===== config.mk =====
export PLATFORM = sky130hd
export DESIGN_NAME = lzc_denormalizer
export DESIGN_NICKNAME = d
export VERILOG_FILES = /design/src/rtl/fp_norm_pkg.sv /design/src/rtl/lzc_denormalizer_decoder.sv /design/src/rtl/lzc_denormalizer.sv
export SDC_FILE = /design/constraint.sdc
export NUM_CORES = 1
export LEC_CHECK = 0
export CORE_UTILIZATION = 45
export CTS_BUF_LIST = sky130_fd_sc_hd__clkbuf_4 sky130_fd_sc_hd__clkbuf_8 sky130_fd_sc_hd__clkbuf_16
export DETAILED_ROUTE_END_ITERATION = 6
export MAX_ROUTING_LAYER = met4
export PLACE_DENSITY = 0.88
export SLEW_MARGIN = 30
export SYNTH_ARGS = -nofsm -noshare
export SYNTH_HDL_FRONTEND = slang
export SYNTH_SLANG_ARGS = --single-unit

===== constraint.sdc =====
create_clock -name iClk -period 1.8 [get_ports iClk]
set_input_delay 0.36 -clock iClk [delete_from_list [all_inputs] [get_ports iClk]]
set_output_delay 0.36 -clock iClk [all_outputs]
set_load 0.1 [all_outputs]

===== src/rtl/fp_norm_pkg.sv =====
// Shared defaults, FSM state type and constants for the FP normalize/denormalize path.
package fp_norm_pkg;

    localparam int WIDTH_DEF = 8;
    localparam int CNT_W_DEF = 3;

    typedef enum logic [1:0] {
        IDLE  = 2'd0,
        SHIFT = 2'd1,
        DONE  = 2'd2
    } state_t;

    localparam logic [WIDTH_DEF-1:0] ZERO_MANT = '0;

endpackage


===== src/rtl/lzc_denormalizer_decoder.sv =====
// Index-to-one-hot decoder: the inverse of the leading-zero encoder mapping (index 0 = MSB).
module priority_decoder3x8
    import fp_norm_pkg::*;
#(
    parameter int WIDTH = WIDTH_DEF,
    parameter int CNT_W = CNT_W_DEF
) (
    input  logic [CNT_W-1:0] iIdx,
    input  logic             iEn,
    output logic [WIDTH-1:0] oOneHot
);

    always_comb begin
        oOneHot = '0;
        for (int unsigned i = 0; i < WIDTH; i++) begin
            oOneHot[i] = iEn && (iIdx == CNT_W'(WIDTH - 1 - i));
        end
    end

endmodule


===== src/rtl/lzc_denormalizer.sv =====
// Restores an un-normalized mantissa by shifting right one bit per clock.
// Optional sticky tracking of shifted-out bits: define LZC_DENORM_STICKY_EN.
module lzc_denormalizer
    import fp_norm_pkg::*;
#(
    parameter int WIDTH = WIDTH_DEF,
    parameter int CNT_W = CNT_W_DEF
) (
    input  logic             iClk,
    input  logic             iRst,
    input  logic [WIDTH-1:0] iX,
    input  logic [CNT_W-1:0] iZ,
    input  logic             iAct,
    input  logic             iValid,
    output logic             oReady,
    output logic [WIDTH-1:0] oZ,
    output logic [WIDTH-1:0] oOneHot,
    output logic             oSticky,
    output logic             oValid,
    input  logic             iReady
);

    state_t           state;
    logic [WIDTH-1:0] data;
    logic [CNT_W-1:0] cnt;
    logic [WIDTH-1:0] dec;
    logic             sticky;

    priority_decoder3x8 #(
        .WIDTH (WIDTH),
        .CNT_W (CNT_W)
    ) u_dec (
        .iIdx    (iZ),
        .iEn     (iAct),
        .oOneHot (dec)
    );

    assign oReady  = (state == IDLE);
    assign oZ      = data;
    assign oSticky = sticky;

    always_ff @(posedge iClk or posedge iRst) begin
        if (iRst) begin
            state   <= IDLE;
            data    <= '0;
            cnt     <= '0;
            oOneHot <= '0;
            oValid  <= 1'b0;
        end else begin
            case (state)
                IDLE: begin
                    if (iValid) begin
                        data    <= iAct ? iX : WIDTH'(ZERO_MANT);
                        cnt     <= iZ;
                        oOneHot <= dec;
                        if (!iAct || iZ == '0) begin
                            state  <= DONE;
                            oValid <= 1'b1;
                        end else begin
                            state <= SHIFT;
                        end
                    end
                end
                SHIFT: begin
                    data <= data >> 1;
                    cnt  <= cnt - 1'b1;
                    // cnt==1 means this edge performs the final shift
                    if (cnt == CNT_W'(1)) begin
                        state  <= DONE;
                        oValid <= 1'b1;
                    end
                end
                DONE: begin
                    if (iReady) begin
                        state  <= IDLE;
                        oValid <= 1'b0;
                    end
                end
                default: begin
                    state  <= IDLE;
                    oValid <= 1'b0;
                end
            endcase
        end
    end

`ifdef LZC_DENORM_STICKY_EN
    always_ff @(posedge iClk or posedge iRst) begin
        if (iRst) begin
            sticky <= 1'b0;
        end else if (state == IDLE && iValid) begin
            sticky <= 1'b0;
        end else if (state == SHIFT) begin
            sticky <= sticky | data[0];
        end
    end
`else
    assign sticky = 1'b0;
`endif

endmodule

==> reports/results.ini <==
[run_status]
status = finished, final reports clean

[placement]
hpwl_um = 2225
gp_congestion = 0.8318
portBuffers = 33
placedInstanceArea_mm2 = 0.001654
post-place-ws_ps = -89.43

[sta]
final-setup-viol-count = 0
hold_viol_final = 0
max_freq_mhz = 630.1
fin_crit_sh = 0.8816
skew_ps = 0.8388
whs_ps = 372.7
setup_ws_ps = 213.1
period_needed_ps = 1587
rsz0062_at_grt = false
slew_viol_final = 0
finalSetupTns_ps = 0

[synth]
synth_cell_types = 29
netlist.area_leader.share = 0.5057
synth_most_common_cell = nand2_1
synth_fp_nets = 133
synthTopCellsByArea = dfrtp_1, nand2_1, nand3_1
synthSimpleGateAreaFrac = 0.2483
synth-compound-area-share = 0.1471
yosysWarnings = 0
synth-seq-cells = 22
synth_edf_count = 0
synthXorXnorAreaFrac = 0.008046
yosysSeqAreaShare = 0.5057
synth.area.mux_share = 0
yosys.area_share.adder = 0.02299
syn-cell-area_mm2 = 0.001089
syn_inst = 115
ys_async_sr_fraction = 1.000
synthTopCellsByCount = nand2_1, dfrtp_1, nand3_1
synth_top_area_cell = dfrtp_1
avgSynthCellArea_um2 = 9.466
synth_top_family_by_area = simple AND/OR/NAND/NOR gates
synth_flop_cell = dfrtp_1

[critical_path]
endpoint = oReady
rr_endpoint = oOneHot[7]$_DFFE_PP0P_
worstPathMaxFanout = 9
r2r_start = state[0]$_DFFE_PP0P_
crit_start = state[0]$_DFFE_PP0P_
cp-end-kind = output port
critPathLaunchType = flip-flop
critPathKind = flip-flop to output port
cp.arrival_ps = 1230
worstRegToRegCells = 3
rrSetupSlack_ps = 380
critPathRequiredTime_ps = 1440

[final_layout]
finalInstanceArea_mm2 = 0.001677
drive_above_1_share = 0.2119
fin_util = 0.7436
syn_to_final_growth_pct = 54.02
final-seq-area_um2 = 550.5
multi_input_area_um2 = 475.5
final_nets = 171
n_fill_cell = 145
diodes = 0

[floorplanning]
die-area_mm2 = 0.002620
core_mm2 = 0.002255
rows = 17
start_util = 0.4828
io_pins = 35
die_h_um = 51.19
die_x_um = 51.19

[power]
power_density_mw_per_mm2 = 1852
leakage_nw = 0.7600
peakVddDrop_v = 0.001160

[cts]
htreeDepth = 1
cts_sinks = 22
numCtsBuffers = 3
clockBufferDepth = 2
post_cts_resized = 0
cts_tree = done
cts.clk_slew.worst_paths_ps = 120
ctsHoldBuffers = 0
clockRootBuffer = clkbuf_4
clk_latency_ps = 310
cts_setup_buffers = 0

[run]
maxCapViolations = 0

[drt]
ant_nets = 0
wl_per_cell_um = 16.35
drt_first_iter_violations = 38
routed_wl_um = 2927
num_vias = 1024
dr.pass1.iters = 4
via_per_inst = 5.721
drc = 0

[grt]
antenna_found_initial = 0
grtUsageTotal = 0.2600
gr-total-overflow = 0
grt_pass1_vias = 1021
grt_pass1_wl_um = 4788
grt_max_degree = 25

[worst_hold_path]
hold_class = input pin to async pin

through the flow:
step / power [W] / instances
detailed placement: 0.002885 / 176
floorplan: 0.002118 / 115
global placement: 0.002808 / 176
finish: 0.003105 / 179
global route: 0.003231 / 179
CTS: 0.003114 / 179
per-layer routing:
metal / up-vias / wire (um) / GRT usage
met5: - / 0 / -
met4: 0 / 70 / 0.1343
met3: 9 / 91 / 0.02976
met2: 37 / 1636 / 0.4518
met1: 507 / 1129 / 0.2925
li1: 471 / - / -
layout by cell type, fill, tap and decap left out, types with 4 or more instances in the layout:
cell type         n
nand2b_1          6
nand3_1          16
inv_1             4
o31ai_1           6
a22oi_1           4
buf_4             9
nand2_1          25
dfrtp_1          22
clkdlybuf4s50_1  15
buf_12           18
where the power goes:
| group | internal, W | switching, W | total [W] |
|---|---|---|---|
| sequential | 0.000652 | 0.000172 | 0.000823 |
| clock | 0.0000783 | 0.000146 | 0.000224 |
| combinational | 0.000730 | 0.00133 | 0.00206 |
| total | 0.00146 | 0.00165 | 0.00311 |
critical path, stage by stage (launching register included):
cell and delay, ps:
dfrtp_1 390, buf_4 180, nor2_4 160, buf_12 190
logic make-up after synthesis:
family / after synthesis
other: 1
buffers and inverters: 13
adders and majority gates: 2
xor gates and xnor gates: 1
AOI/OAI and AO/OA: 21
and+or+nand+nor: 55
DFF: 22
worst min-delay path by stage:
stage / from / to / slack (ps)
2_1_floorplan: iRst / cnt[0]$_DFFE_PP0P_ / 350
3_3_place_gp: cnt[1]$_DFFE_PP0P_ / cnt[1]$_DFFE_PP0P_ / 500
3_5_place_dp: cnt[1]$_DFFE_PP0P_ / cnt[1]$_DFFE_PP0P_ / 510
4_1_cts: iRst / oOneHot[3]$_DFFE_PP0P_ / 380
5_1_grt: iRst / state[0]$_DFFE_PP0P_ / 430
6_report: iRst / oOneHot[3]$_DFFE_PP0P_ / 370
cell type report:
class | count | area share
multi-input cells | 80 | 0.2836
clock buffers | 3 | 0.01343
well taps | 28 | 0.02090
repair buffers | 42 | 0.3448
flip-flops and latches | 22 | 0.3284
inverters | 4 | 0.008955
sequential cells by signal, summed over array words and instances, names as in the netlist:
name,cells
cnt,3
oOneHot,8
oValid,1
oZ,8
state,2
Power figures use the tool's default switching activity.
